**src/rtl/bft_stream_tx.sv**
```systemverilog
// bft_stream_tx: transmit-side BFT leaf endpoint.
// Takes a 32-bit ap_vld/ap_ack stream from a user kernel and sends each word
// as one BFT packet to a fixed destination leaf/port. Credits track the free
// slots in the destination receive BRAM. Freespace-update packets that arrive
// on the incoming link add credits back.
// Ports:
//   clk, reset          clock; asynchronous active-high reset
//   din_user/vld_user   kernel payload and its valid strobe
//   ack_user            combinational accept strobe back to the kernel
//   din_leaf_bft2tx     incoming BFT packet (credit returns)
//   dout_leaf_tx2bft    outgoing BFT packet {valid, leaf, port, addr, payload}
//   credits             current credit count (0 .. 2^NUM_BRAM_ADDR_BITS)
//   credit_err          sticky flag, set when a return would overfill credits
module bft_stream_tx #(
  parameter int PACKET_BITS        = 49,
  parameter int PAYLOAD_BITS       = 32,
  parameter int NUM_LEAF_BITS      = 5,
  parameter int NUM_PORT_BITS      = 4,
  parameter int NUM_ADDR_BITS      = 7,
  parameter int NUM_BRAM_ADDR_BITS = 7,
  parameter int DEST_LEAF          = 0,
  parameter int DEST_PORT          = 1,
  parameter int SRC_PORT           = 1
) (
  input  logic                        clk,
  input  logic                        reset,
  input  logic [PAYLOAD_BITS-1:0]     din_user,
  input  logic                        vld_user,
  output logic                        ack_user,
  input  logic [PACKET_BITS-1:0]      din_leaf_bft2tx,
  output logic [PACKET_BITS-1:0]      dout_leaf_tx2bft,
  output logic [NUM_BRAM_ADDR_BITS:0] credits,
  output logic                        credit_err
);
  localparam int CW       = NUM_BRAM_ADDR_BITS + 1;
  localparam int PORT_LSB = PAYLOAD_BITS + NUM_ADDR_BITS;
  localparam int LEAF_LSB = PORT_LSB + NUM_PORT_BITS;
  localparam logic [CW-1:0] FULL = {1'b1, {NUM_BRAM_ADDR_BITS{1'b0}}};

  logic [PACKET_BITS-1:0]   dout_q, dout_d;
  logic [CW-1:0]            credits_q, credits_d;
  logic [NUM_ADDR_BITS-1:0] addr_q, addr_d;
  logic                     err_q, err_d;

  logic          xfer;
  logic          is_ret;
  logic [CW-1:0] ret_inc;
  logic [CW:0]   cred_sum;

  // Credit check uses only registered state, so a return can never reach
  // ack_user in the same cycle it arrives.
  assign ack_user = vld_user & (credits_q != '0) & ~reset;
  assign xfer     = vld_user & ack_user;

  // Freespace update: valid control packet (port 0) tagged with our port id.
  assign is_ret = din_leaf_bft2tx[PACKET_BITS-1]
                & (din_leaf_bft2tx[PORT_LSB +: NUM_PORT_BITS] == '0)
                & (din_leaf_bft2tx[PAYLOAD_BITS-1 -: NUM_PORT_BITS] == NUM_PORT_BITS'(SRC_PORT));
  assign ret_inc = is_ret ? din_leaf_bft2tx[CW-1:0] : '0;

  // Fields of the return packet that carry no meaning here.
  logic unused_ret_bits;
  assign unused_ret_bits = ^{din_leaf_bft2tx[LEAF_LSB +: NUM_LEAF_BITS],
                             din_leaf_bft2tx[PAYLOAD_BITS +: NUM_ADDR_BITS],
                             din_leaf_bft2tx[PAYLOAD_BITS-NUM_PORT_BITS-1:CW]};

  // One extra bit of headroom so an overfill is visible before clamping.
  // The subtraction cannot underflow: xfer implies credits_q != 0.
  assign cred_sum = {1'b0, credits_q} - {{CW{1'b0}}, xfer} + {1'b0, ret_inc};

  always_comb begin
    dout_d    = '0;
    addr_d    = addr_q;
    credits_d = cred_sum[CW-1:0];
    err_d     = err_q;
    if (xfer) begin
      dout_d = {1'b1, NUM_LEAF_BITS'(DEST_LEAF), NUM_PORT_BITS'(DEST_PORT), addr_q, din_user};
      addr_d = addr_q + 1'b1;  // natural wrap 2^NUM_ADDR_BITS-1 -> 0
    end
    if (cred_sum > {1'b0, FULL}) begin
      credits_d = FULL;
      err_d     = 1'b1;
    end
  end

  always_ff @(posedge clk or posedge reset) begin
    if (reset) begin
      dout_q    <= '0;
      credits_q <= FULL;
      addr_q    <= '0;
      err_q     <= 1'b0;
    end else begin
      dout_q    <= dout_d;
      credits_q <= credits_d;
      addr_q    <= addr_d;
      err_q     <= err_d;
    end
  end

  assign dout_leaf_tx2bft = dout_q;
  assign credits          = credits_q;
  assign credit_err       = err_q;
endmodule
```
**config.mk**
```make
export PLATFORM = sky130hd
export DESIGN_NAME = bft_stream_tx
export DESIGN_NICKNAME = d
export VERILOG_FILES = /design/src/rtl/bft_stream_tx.sv
export SDC_FILE = /design/constraint.sdc
export NUM_CORES = 1
export LEC_CHECK = 0
export CORE_UTILIZATION = 35
export CTS_CLUSTER_DIAMETER = 200
export DETAILED_ROUTE_END_ITERATION = 8
export GPL_TIMING_DRIVEN = 0
export PLACE_DENSITY = 0.83
export SETUP_SLACK_MARGIN = 0.3
export SLEW_MARGIN = 10
export SYNTH_ARGS = -nofsm -noshare
export SYNTH_HDL_FRONTEND = slang
export SYNTH_SLANG_ARGS = --single-unit
```
**constraint.sdc**
```tcl
create_clock -name clk -period 3.7 [get_ports clk]
set_clock_uncertainty 0.15 [all_clocks]
set_input_delay 0.74 -clock clk [delete_from_list [all_inputs] [get_ports clk]]
set_output_delay 0.74 -clock clk [all_outputs]
set_load 0.01 [all_outputs]
```
== Yosys cells after proc, flatten, opt, wreduce, memory -nomap -nowiden ==
Cells that the tools add are included.

* ROM bits: 0
* Output and inout bits: 59
* Latch bits: 0
* Memories kept: 0
* Bits in registers: 65
* RAM bits: 0

* Div/mod/pow operators: 0
* Multiply operators: 0
* Order comparisons: 1
* Bitwise logic cells: 6
* Mux-type cells: 3
* Shift operators: 0
* Reduce and logical (&&, ||, !) cells: 2
* Equality and inequality tests: 1
* Add/subtract/negate cells: 3

{| class="wikitable"
|+ Operator list
! kind !! count
|-
| 49-bit two-way mux || 1
|-
| 8-bit two-way mux || 2
|-
| 9-bit by 8-bit adder with 9-bit output || 1
|-
| 9-bit by 8-bit greater-than comparator with 1-bit output, second input constant || 1
|-
| 8-bit by 1-bit subtractor with 9-bit output || 1
|-
| 8-bit nonzero test || 1
|-
| 7-bit by 1-bit adder with 7-bit output, second input constant || 1
|-
| 1-bit AND || 5
|-
| 4-bit by 1-bit == test with 1-bit output, second input constant || 1
|-
| 4-bit zero test || 1
|-
| 1-bit inverter || 1
|}

== Depth between registers and ports, before layout ==
Gate-level depths: netlist of run 1.

* Depth after elaboration: 8
* Depth in mapped cells: 16
* Depth with buffers taken out: 14

== Worst setup path after synthesis of run 1 ==
OpenSTA, ideal clock, no wires.

* Kind: input -> register
* From: input port reset
* To: register err_q (netlist: credit_err)
* Path slack: -1,290 ps
* Required time: 3,419 ps
* Library setup time: 131 ps
* Arrival: 4,709 ps
* Cell stages on the path: 14
* Path buffers: 2
* Path through: inv_1 and3_1 clkbuf_1 clkbuf_1 ha_1 inv_1 ha_1 fa_1 a211oi_2 nor2_1 xnor2_1 nand3_1 o31a_1 or3_1

* Longest elaborated chain between the ends: 6

{| class="wikitable"
|+ Ends and longest elaborated chain
! element !! RTL line !! text
|-
| start: declaration || 26 || <nowiki>input logic reset,</nowiki>
|-
| 1-bit inverter || 52 || <nowiki>assign ack_user = vld_user & (credits_q != '0) & ~reset;</nowiki>
|-
| 1-bit AND || 52 ||
|-
| 1-bit AND || 53 || <nowiki>assign xfer = vld_user & ack_user;</nowiki>
|-
| 8-bit by 1-bit subtractor with 9-bit output || 69 || <nowiki>assign cred_sum = {1'b0, credits_q} - {{CW{1'b0}}, xfer} + {1'b0, ret_inc};</nowiki>
|-
| 9-bit by 8-bit adder with 9-bit output || 69 ||
|-
| 9-bit by 8-bit greater-than comparator with 1-bit output || 80 || <nowiki>if (cred_sum > {1'b0, FULL}) begin</nowiki>
|-
| end signal: assignment || 96 || <nowiki>err_q <= err_d;</nowiki>
|-
| end: declaration || 43 || <nowiki>logic err_q, err_d;</nowiki>
|}

Every way passes these cells.
A chain may end at the register's enable or synchronous reset.

== Worst setup path after layout of run 1 ==
* From: input port din_leaf_bft2tx[30]
* To: register err_q (netlist: credit_err)

* Longest elaborated chain between the ends: 5

{| class="wikitable"
|+ Ends and longest elaborated chain
! element !! RTL line !! text
|-
| start: declaration || 30 || <nowiki>input logic [PACKET_BITS-1:0] din_leaf_bft2tx,</nowiki>
|-
| 4-bit by 1-bit == test with 1-bit output || 58 || <nowiki>& (din_leaf_bft2tx[PAYLOAD_BITS-1 -: NUM_PORT_BITS] == NUM_PORT_BITS'(SRC_PORT));</nowiki>
|-
| 1-bit AND || 58 ||
|-
| 8-bit two-way mux || 59 || <nowiki>assign ret_inc = is_ret ? din_leaf_bft2tx[CW-1:0] : '0;</nowiki>
|-
| 9-bit by 8-bit adder with 9-bit output || 69 ||
|-
| 9-bit by 8-bit greater-than comparator with 1-bit output || 80 ||
|}

Every way passes these cells.

==> results.cfg, run 1 <==
[layout]
drive_gt1_share_pct = 20.7
nNetsFinal = 473
fill_cells = 530
diodes = 0
fin_cells = 468
area_delta_synth_final_pct = 64.6
postLayoutCoreUtil_pct = 61.0

[yosys]
synth-seq-cells = 56
yosysTopAreaCell = dfrtp_1
syn_area_per_cell_um2 = 11.0
synth_edf_count = 0
syn-cell-area_um2 = 2570
synth_most_common_cell = dfrtp_1
synth_cell_types = 40
synth_commonest_cells = dfrtp_1, and2_1, inv_1, ha_1, nand2_1
seq_area_frac_synth_pct = 54.5
synth_ff_type = dfrtp_1
syn_inst = 233
synth_top_cells_by_area = dfrtp_1, and2_1, ha_1
yosysTopAreaCellShare_pct = 53.5
ys_warn_count = 0
postSynth.asyncResetShare_pct = 100

[timing]
finalSetupViolations = 1
finalCriticalPeriod_ns = 3.72
post-route-period-util_pct = 101
maxSlewHeadroom_pct = 54.7
fmax_ghz = 0.269
tns_ns = -0.0211
finalMaxSlewViolations = 0
hold_viol_final = 0
rsz0062_at_grt = true
finalWorstSetupSlack_ns = -0.0211
whs_ns = 0.337
tightest_slew_ns = 0.675

[pwr]
combPwrFrac_pct = 54.5
max-vdd-ir-drop_mv = 0.237
p_int_mw = 1.68
seqPwrFrac_pct = 30.3
p_per_area_nw_per_um2 = 613
clockPowerShare_pct = 15.2
swShare_pct = 35.3
power.leakage_nw = 1.97
power_switching_mw = 0.916

[clocking]
cts_tree = done
clk_path_buf_depth = 2
clock_latency_ns = 0.30
clock_sinks = 56
cts_root_buffer = clkbuf_8
htree_levels = 2
cts_buffers = 5
clk_pin_slew_worst_paths_ns = 0.10

[global_route]
grt_pass1_vias = 2000
grt.total_usage_pct = 16.0
grt_overflow = 0
grt_max_degree = 30
grt_pass1_wl_um = 9430
antenna_found_initial = 0

[drt]
viasPerCell = 4.42
post-route-drc-count = 0
dr.pass1.iters = 3
drt-total-wl_um = 6240
via_count = 2068
ant_nets = 0
drt-initial-drc-count = 70
wl_per_cell_um = 13.3

[critical_path]
worstPathRequired_ns = 3.74
critPathMaxStageDelay_ns = 0.40
crit_arrival_ns = 3.76
crit_fanout = 6
cp_cell_sequence = buf_6 -> nor4b_4 -> nand3b_1 -> nor4_4 -> buf_4 -> nand2_1 -> ha_1 -> inv_1 -> ha_2 -> a211oi_4 -> buf_4 -> nor3b_2 -> o211ai_1 -> and3_4 -> o31a_1 -> or3_1
rrSetupSlack_ns = 0.05
start_kind = primary input
rr_endpoint = credit_err$_DFFE_PP0N_
cp_slowest_cell = ha_2
crit_family = simple AND/OR/NAND/NOR gates
path_buf_inv = 4
cp-end-kind = flip-flop
critPathKind = in2reg
crit_path_start = din_leaf_bft2tx[30]
cp.depth = 16
cpMostUsedCell = buf_4
endpoint = credit_err$_DFFE_PP0N_
reg2reg_from = credits[5]$_DFF_PP0_
r2r_cells = 16

[die]
die_w_um = 87.7
initial_core_util_pct = 37.0
core_um2 = 6940
row_count = 30
dieHeight_um = 87.7
die_area_um2 = 7700
design.portCount = 143

[place]
gp_congestion = 0.792
dp_hpwl_um = 4320
place_inst = 438
portBuffers = 102

[run]
drv_cap = 0

[hold_path]
min_path_type = reg2reg

[status]
status = complete, but fails checks
violations = setup timing
## registers in the layout (all words and copies together), names as in the netlist
register	count
addr_q	7
dout_leaf_tx2bft	40
credits	8
credit_err	1
## metal layers
metal	global-route usage, %	vias to the layer above	part of all wire (%)
li1	-	1004	-
met1	19.3	988	41
met2	28.8	71	52
met3	3.77	5	6.6
met4	3.87	0	0.74
met5	0	-	0
## area by class of cell
type | instances | area (um^2) | area share [%]
clock inverters | 2 | 38.8 | 0.916
clock buffers | 6 | 72.6 | 1.71
inverters | 27 | 105 | 2.48
plain buffers | 15 | 119 | 2.81
flip-flops and latches | 56 | 1400 | 33.1
multi-input cells | 142 | 1190 | 28.1
well taps | 96 | 120 | 2.84
repair buffers | 122 | 1170 | 27.7
repair inverters | 2 | 12.5 | 0.296
## how the worst min path moves through the flow
stage	end	depth (start not counted)	slack, ns	startpoint
after global placement	addr_q[6]$_DFFE_PP0N_	1	0.30	addr_q[6]$_DFFE_PP0N_
final	addr_q[6]$_DFFE_PP0N_	1	0.34	addr_q[6]$_DFFE_PP0N_
after global routing	addr_q[4]$_DFFE_PP0N_	1	0.37	addr_q[4]$_DFFE_PP0N_
after floorplan	addr_q[6]$_DFFE_PP0N_	1	0.29	addr_q[6]$_DFFE_PP0N_
after CTS	addr_q[6]$_DFFE_PP0N_	1	0.34	addr_q[6]$_DFFE_PP0N_
after detailed placement	credit_err$_DFFE_PP0N_	1	0.33	credit_err$_DFFE_PP0N_
## timing repair
action | 4_1_cts | 5_1_grt
hold buffers | 0 | 0
setup buffers | 13 | 7
cloned | 2 | 0
endpoints found under the setup margin | 10 | 9
resized for setup | 33 | 22
pin swaps | 13 | 12
## cells by family (layout without fill, tap and decap cells)
logic type                 count (synthesis)  in the layout  synth area share, %
adders and majority gates                 18             18                 9.05
DFF                                       56             56                 54.5
muxes                                      1              1                0.438
xor gates and xnor gates                  11             11                 3.75
buffers and inverters                     42            174                 7.49
and+or+nand+nor                           87             87                 19.6
other                                      1              8                0.146
AOI/OAI and AO/OA                         17             17                 4.96
## cell usage in the layout, fill, tap and decap left out, types with 3 or more instances in the layout
cell type,synthesis,routed
a21oi_1,5,4
dfrtp_1,55,55
clkbuf_8,0,6
ha_4,0,4
clkdlybuf4s50_1,0,92
ha_1,17,12
conb_1,1,8
buf_4,9,28
xor2_1,4,3
buf_6,0,4
nor3b_2,1,3
nand4_1,3,3
nand2_1,13,12
inv_1,27,25
dlymetal6s2s_1,0,3
clkbuf_1,5,4
nand3_1,5,4
nor3_1,4,3
xnor2_1,7,6
and2_1,39,39
## worst register-to-register path, cell delays in order, from the launching register on
cell and delay (ns):
dfrtp_1 0.41, nor4_1 0.28, nand2_1 0.12, and3_4 0.20, clkbuf_8 0.16, buf_8 0.14, ha_4 0.26, inv_2 0.03
ha_4 0.15, fa_2 0.37, buf_6 0.14, a21oi_2 0.10, or2_1 0.14, nand2_1 0.05, and3_4 0.19, o31a_1 0.33
or3_1 0.31
## stage by stage
stage	area, um^2	worst slack [ns]	power [mW]
floorplan	2660	-0.726	1.43
CTS	4090	-0.266	2.39
finish	4230	-0.0211	2.59
detailed placement	3800	-1.82	1.77
global placement	3800	-1.73	1.73
global route	4230	-0.202	2.76
## power by group through the flow
stage               combinational, mW  clock (mW)  sequential, mW
global placement                0.937           0           0.795
detailed placement              0.971           0           0.800
CTS                              1.20       0.402           0.788
floorplan                       0.619           0           0.815
global route                     1.53       0.434           0.799
finish                           1.41       0.393           0.786
Note: power is estimated with default switching activity, not from simulation.
==> run 2, diff against run 1 <==
--- a/config.mk
+++ b/config.mk
@@ -7,6 +7,7 @@
 export LEC_CHECK = 0
 export CORE_UTILIZATION = 35
 export CTS_CLUSTER_DIAMETER = 200
+export CTS_CLUSTER_SIZE = 25
 export DETAILED_ROUTE_END_ITERATION = 8
 export GPL_TIMING_DRIVEN = 0
 export PLACE_DENSITY = 0.83
==> results of run 2 <==
The final DEF is identical to that of run 1; final timing and power are the same.
==> run 3, diff against run 2 <==
==> constraint.sdc (replaced) <==
create_clock -name clk -period 3.02 [get_ports clk]
set_clock_uncertainty 0.15 [all_clocks]
set_input_delay 0.604 -clock clk [delete_from_list [all_inputs] [get_ports clk]]
set_output_delay 0.604 -clock clk [all_outputs]
set_load 0.01 [all_outputs]
==> run 3 against run 2 <==
Against the previous run: the run still ends with setup timing left; via count grew 0.58%; sequential power grew 22%; cell count grew 0.21%; non-clock buffer count grew 1; cell area grew 2.3%; sequential share of layout area shrank 0.76 points; register-to-register slack lost 0.67 ns; largest cell class unchanged.
==> results.cfg, run 3 (synthesis results as in run 1) <==
[layout]
drive_gt1_share_pct = 22.5
diodes = 0
largest_register_ffs = 40
mostFrequentLayoutCell = clkdlybuf4s50_1
area_delta_synth_final_pct = 68.4
layout_common_cells = clkdlybuf4s50_1, dfrtp_1, and2_1
nNetsFinal = 474
fin_cells = 469

[run]
drv_cap = 0

[timing]
fmax_ghz = 0.274
finalSetupViolations = 9
finalCriticalPeriod_ns = 3.64
post-route-period-util_pct = 121
finalWorstSetupSlack_ns = -0.624
rsz0062_at_grt = true
finalMaxSlewViolations = 0
maxSlewHeadroom_pct = 53.0
hold_viol_final = 0
tightest_slew_ns = 0.701

[die]
die_area_um2 = 7700
design.portCount = 143
row_count = 30
dieHeight_um = 87.7
die_w_um = 87.7
core_um2 = 6940
initial_core_util_pct = 37.0

[clocking]
cts_buffers = 5
clk_pin_slew_worst_paths_ns = 0.10
clk_path_buf_depth = 2
cts_root_buffer = clkbuf_8
clock_sinks = 56
holdBufCountCts = 0
cts_tree = done
clock_latency_ns = 0.30
htree_levels = 2

[global_route]
grt.total_usage_pct = 16.1
grt_use_met3_pct = 3.77
gr-usage-met1_pct = 19.2
busiest_layer = met2
grt_util_met2_pct = 29.0
grt_max_degree = 30
antenna_found_initial = 0
grt_pass1_wl_um = 9450
grt_pass1_vias = 2007
grt_overflow = 0

[pwr]
total_power_mw = 3.33
p_per_area_nw_per_um2 = 769
power.leakage_nw = 1.98
max-vdd-ir-drop_mv = 0.291

[hold_path]
hp-start = addr_q[6]$_DFFE_PP0N_
min_path_type = reg2reg

[place]
place_inst = 438
portBuffers = 102
dp_hpwl_um = 4320
gp_congestion = 0.792

[status]
violations = setup timing
status = complete, but fails checks

[drt]
post-route-drc-count = 0
dr.pass1.iters = 4
viasPerCell = 4.43
ant_nets = 0
wl_per_cell_um = 13.5
drt-total-wl_um = 6350
drt-initial-drc-count = 91
via_count = 2080

[critical_path]
crit_path_start = credits[3]$_DFF_PP0_
crit_family = simple AND/OR/NAND/NOR gates
start_kind = flip-flop
path_buf_inv = 4
crit_arrival_ns = 3.69
cp_slowest_cell = dfrtp_1
cp_cell_sequence = nor4_2 -> nand2_1 -> and3_4 -> buf_8 -> clkbuf_16 -> ha_4 -> inv_2 -> ha_4 -> fa_2 -> buf_6 -> a21oi_4 -> or2_4 -> nand2_1 -> and3_4 -> o31a_1 -> or3_1
crit_fanout = 3
critPathKind = reg2reg
reg2reg_from = credits[3]$_DFF_PP0_
critPathMaxStageDelay_ns = 0.41
cp-end-kind = flip-flop
worstPathRequired_ns = 3.06
run 3: per-stage QoR:
stage          TNS (ns)  worst slack [ns]  cell area [um^2]  util, %  hold WS (ns)
2_1_floorplan     -9.59             -1.27              2660        -         0.288
4_1_cts           -5.58            -0.810              4120     59.3         0.344
3_5_place_dp     -39.20             -2.36              3800     54.8         0.327
6_report          -4.93            -0.624              4330     62.4         0.342
3_3_place_gp     -36.05             -2.28              3800     54.8         0.303
5_1_grt           -6.06            -0.737              4330     62.4         0.355
run 3: worst register-to-register path, stage by stage, from the launching register on:
cell and delay (ns):
dfrtp_1 0.41, nor4_2 0.29, nand2_1 0.12, and3_4 0.21
buf_8 0.12, clkbuf_16 0.14, ha_4 0.25, inv_2 0.03
ha_4 0.15, fa_2 0.38, buf_6 0.14, a21oi_4 0.12
or2_4 0.14, nand2_1 0.04, and3_4 0.19, o31a_1 0.33
or3_1 0.31
run 3: area by class of cell:
type                       instances  area (um^2)
buffer                            15          130
inverter                          27          105
timing repair buffer             123         1190
clock inverter                     2         38.8
sequential                        56         1400
multi-input combinational        142         1260
tap                               96          120
fill                             519         2610
clock buffer                       6         72.6
timing repair inverter             2         12.5
run 3: path summary, 6_finish.rpt:
path | endpoint | cells after the start | slack, ns
max | credit_err$_DFFE_PP0N_ | 16 | -0.62
max in group asynchronous | credits[0]$_DFF_PP0_ | 2 | 1.94
min | addr_q[6]$_DFFE_PP0N_ | 1 | 0.34
max reg2reg | credit_err$_DFFE_PP0N_ | 16 | -0.62
min reg2reg | addr_q[6]$_DFFE_PP0N_ | 1 | 0.34
min in group asynchronous | dout_leaf_tx2bft[37]$_DFF_PP0_ | 3 | 0.36
run 3: what timing repair did:
action / in CTS / in global routing
pin swaps: 15 / 21
gates resized for setup: 35 / 34
gates cloned: 2 / 0
setup endpoints to repair: 57 / 10
hold endpoints to repair: 0 / 0
setup buffers: 15 / 6
run 3: routing by layer:
layer | vias to the layer above | wire length (um)
met5 | - | 0
met4 | 0 | 62
met3 | 6 | 442
met2 | 82 | 3270
met1 | 985 | 2570
li1 | 1007 | -
run 3: power breakdown:
part | internal, mW | total [mW] | switching, mW
Sequential | 0.877 | 0.962 | 0.0849
Clock | 0.251 | 0.481 | 0.230
Combinational | 1.02 | 1.89 | 0.872
==> RTL edit 1: new RTL, config.mk and constraints of run 1 <==
Set the parameter `NUM_BRAM_ADDR_BITS` to 8 (it was 7).
--- a/src/rtl/bft_stream_tx.sv
+++ b/src/rtl/bft_stream_tx.sv
@@ -17,7 +17,7 @@
   parameter int NUM_LEAF_BITS      = 5,
   parameter int NUM_PORT_BITS      = 4,
   parameter int NUM_ADDR_BITS      = 7,
-  parameter int NUM_BRAM_ADDR_BITS = 7,
+  parameter int NUM_BRAM_ADDR_BITS = 8,
   parameter int DEST_LEAF          = 0,
   parameter int DEST_PORT          = 1,
   parameter int SRC_PORT           = 1
Interface: changed (resized credits); port bits go from 143 to 144. The function was not compared with the original's and may differ.
==> RTL edit 1 against run 1 <==
- final area grew 10%
- critical path depth decreased by 4
- sequential cell count is 1 higher
- worst hold slack worse by 0.019 ns
- final cell count is 6.6% higher
- non-clock buffer count fell by 1
- via count rose by 12%
- routed wire length up 10%
- worst setup slack improved by 0.22 ns
- area after synthesis grew 8.9%
- sequential power increased by 2.7%
- power up 24%
- maximum frequency rose by 6.2%
- largest power group unchanged
- highest routed layer unchanged
==> RTL edit 1: results (changes against run 1) <==
[setup_path]
worstRegToRegCells = 11  ; was 16
arrival_ns = 3.57  ; was 3.76 ns
rrSetupSlack_ns = 0.36  ; was 0.05 ns
reg2reg_from = credits[2]  ; was credits[5]
cp_slowest_stage_delay_ns = 0.44  ; was 0.40 ns
crit_fanout = 5  ; was 6
slowest_stage = clkdlybuf4s50_1  ; was ha_2
startpoint = din_leaf_bft2tx[39]  ; was din_leaf_bft2tx[30]

[timing]
worst_pin_slew_ns = 0.568  ; was 0.675 ns
holdWs_ns = 0.318  ; was 0.337 ns
finalCriticalPeriod_ns = 3.50  ; was 3.72 ns
drv_slew = 0  ; unchanged

[drt]
viasPerCell = 4.66  ; was 4.42
wl_met1_um = 2640  ; was 2530 µm
firstDrtPassIters = 4  ; was 3
drtIter0Drc = 80  ; was 70
routed_wl_um = 6870  ; was 6240 µm
dr_wl_met3_um = 595  ; was 411 µm
wl_met2_um = 3510  ; was 3250 µm

[run_status]
status = completed  ; was finished with violations

[synthesis]
synth.top_cells.by_count = 56 x dfrtp_1, 39 x and2_1, 29 x inv_1  ; was 55 x dfrtp_1, 39 x and2_1, 27 x inv_1
seq_area_frac_synth_pct = 51.0  ; was 54.5%
synth_cell_types = 48  ; was 40

[clock_tree]
cts_setup_buffers = 12  ; was 13
htreeDepth = 3  ; was 2
insertion_delay_ns = 0.34  ; was 0.30 ns
clockBufferDepth = 2  ; unchanged
cts_made_buffers = 9  ; was 5
clk_pin_slew_ns = 0.07  ; was 0.10 ns
cts_resized = 39  ; was 33

[placed_design]
dpl.hpwl_um = 4750  ; was 4320 µm
place_inst = 468  ; was 438
finalWeightedCongestion = 0.842  ; was 0.792
placed_area_um2 = 4100  ; was 3800 µm²
post-place-ws_ns = -0.869  ; was -1.82 ns
io_buffers = 104  ; was 102

[global_routing]
grt_pass1_vias = 2347  ; was 2000
track_usage_pct = 16.8  ; was 16.0%
grt_util_met2_pct = 27.6  ; was 28.8%
grt_max_degree = 36  ; was 30
grt_pass1_wl_um = 10800  ; was 9430 µm
grt.met3_usage_pct = 6.03  ; was 3.77%
grt_util_met1_pct = 19.3  ; about the same

[finish]
fin_cells = 499  ; was 468
drive_gt1_share_pct = 25.9  ; was 20.7%

[power_and_ir_drop]
leakage_nw = 2.09  ; was 1.97 nW
power.switching_mw = 1.28  ; was 916 µW
ir_drop_v = 0.000315  ; was 0.000237 V
powerSeq_uw = 807  ; was 786 µW
p_total_mw = 3.23  ; was 2.59 mW

[worst_hold_path]
min_to = addr_q[6]  ; unchanged

RTL edit 1: logic make-up (layout without fill, tap and decap cells):
| family | after synthesis | count (layout) | synth area share [%] |
|---|---|---|---|
| DFF | 57 | 57 | 51.0 |
| xor gates and xnor gates | 10 | 10 | 3.13 |
| adders and majority gates | 20 | 20 | 9.20 |
| muxes | 3 | 3 | 1.12 |
| and+or+nand+nor | 89 | 89 | 19.3 |
| AOI/OAI and AO/OA | 29 | 29 | 8.49 |
| other | 1 | 8 | 0.134 |
| buffers and inverters | 45 | 181 | 7.60 |
RTL edit 1: layout make-up:
cell class                      count  area (µm²)
Timing Repair Buffer              120        1170
Fill cell                         618        3050
Inverter                           29         109
Multi-Input combinational cell    159        1520
Clock inverter                      6        67.6
Tap cell                          102         128
Clock buffer                       10         138
Sequential cell                    57        1430
Buffer                             16         116
==> RTL edit 2: new RTL, flow settings as in run 1 <==
Without the edit above. Put one more register stage on the output `credit_err`. The value now appears one clock later. The other outputs are not delayed to match.
--- a/src/rtl/bft_stream_tx.sv
+++ b/src/rtl/bft_stream_tx.sv
@@ -99,5 +99,7 @@
 
   assign dout_leaf_tx2bft = dout_q;
   assign credits          = credits_q;
-  assign credit_err       = err_q;
+  always_ff @(posedge clk) begin
+    credit_err <= err_q;
+  end
 endmodule
Function: changed (a bounded check fails within 4 cycles, from zero or initial values and one cycle with reset high).
==> RTL edit 2 against run 1 <==
- the flow finishes with violations (DRC, setup timing)
- final area grew 2.8%
- global-route usage rose by 0.33 points
- worst hold slack worse by 0.12 ns
- sequential cell count is 1 higher
- area after synthesis is 0.78% higher
- count of clock-buffer cells in the layout rose by 4
- power is 5.8% higher
- final cell count is 2.6% higher
- worst setup slack worse by 0.0033 ns
- routed wire length hardly changed
- largest cell class unchanged
- highest routed layer unchanged
==> RTL edit 2: results (changes against run 1) <==
[drt]
drcViolationCount = 1  ; was 0

[clock_tree]
insertion_delay_ns = 0.33  ; was 0.30 ns
clk_pin_slew_ns = 0.06  ; was 0.10 ns
htreeDepth = 3  ; was 2

[power_and_ir_drop]
p_int_mw = 1.82  ; was 1.68 mW
leakage_nw = 2.00  ; was 1.97 nW

[run_status]
violations = DRC, setup timing  ; was setup timing
status = finished with violations  ; unchanged

[setup_path]
startpoint = din_leaf_bft2tx[39]  ; was din_leaf_bft2tx[30]
arrival_ns = 3.77  ; was 3.76 ns
worst_r2r_endpoint = err_q  ; was credit_err

[timing]
relSlewSlack_pct = 55.5  ; was 54.7%
final-setup-viol-count = 1  ; unchanged
holdWs_ns = 0.219  ; was 0.337 ns
fin_ws_ns = -0.0244  ; was -0.0211 ns
period_share_pct = 101  ; about the same

[worst_hold_path]
whs_path_depth = 0  ; was 1
hold_start = err_q  ; was addr_q[6]

[placed_design]
finalWeightedCongestion = 0.835  ; was 0.792

[finish]
flops_and_latches = 57  ; was 56
fin_nets = 479  ; was 473
nNonClkBuffers = 138  ; was 137
clkbuf_count = 10  ; was 6
seq_area_share_pct = 32.7  ; was 33.1%
clk_share_pct = 4.46  ; was 2.63%

[synthesis]
yosys-top-cells-area = dfrtp_1 53%, and2_1 9.4%, ha_1 8.2%, inv_1 3.9%, buf_4 2.6%  ; was dfrtp_1 54%, and2_1 9.5%, ha_1 8.3%, inv_1 3.9%, buf_4 2.6%
seq_area_frac_synth_pct = 54.9  ; was 54.5%

[RTL edit 2: changes by cell type in the layout (fill, tap and decap cells not counted), moves of 2 or more]
cell	run 1	this run
dlymetal6s2s_1	3	0
clkbuf_8	6	10
clkinv_2	0	2
clkbuf_16	0	2
ha_4	4	6
nor2_2	2	0
nor2_1	2	6
clkdlybuf4s50_1	92	94
nor2_4	2	0
[RTL edit 2: metrics by stage]
step / power [mW] / util (%) / instances / setup WS (ns) / area [µm²]
global route: 2.92 / 60.3 / 480 / -0.165 / 4350
floorplan: 1.45 / - / 241 / -0.726 / 2680
finish: 2.74 / 60.3 / 480 / -0.0244 / 4350
global placement: 1.74 / 53.1 / 442 / -1.72 / 3830
detailed placement: 1.78 / 53.1 / 442 / -1.80 / 3830
CTS: 2.60 / 59.1 / 472 / -0.0961 / 4270
[RTL edit 2: metal layers]
layer / wire length, µm / vias to the layer above / track usage, %
li1: - / 1023 / -
met1: 2420 / 998 / 18.5
met2: 3230 / 90 / 28.3
met3: 497 / 13 / 5.84
met4: 91 / 0 / 6.30
met5: 0 / - / 0
[RTL edit 2: power by group through the flow]
stage,Combinational (mW),Sequential (mW),Clock [mW]
finish,1.38,0.806,0.559
global route,1.50,0.816,0.604
CTS,1.22,0.806,0.575
detailed placement,0.968,0.812,0
global placement,0.935,0.806,0
floorplan,0.619,0.826,0
[RTL edit 2: worst reg2reg max path, delay by kind of cell, from the launching register on]
kind            cells  cell delay (ns)
compound gates      2             0.52
simple gates        6             1.17
flops               1             0.41
xor+xnor            1             0.22
buf+inv             3             0.32
fa+ha+maj           3             0.79
[RTL edit 2: kinds of logic after synthesis]
group,count (synthesis)
other,1
DFF,57
adders and majority gates,18
and+or+nand+nor,87
AOI/OAI and AO/OA,17
buffers and inverters,42
xor gates and xnor gates,11
muxes,1
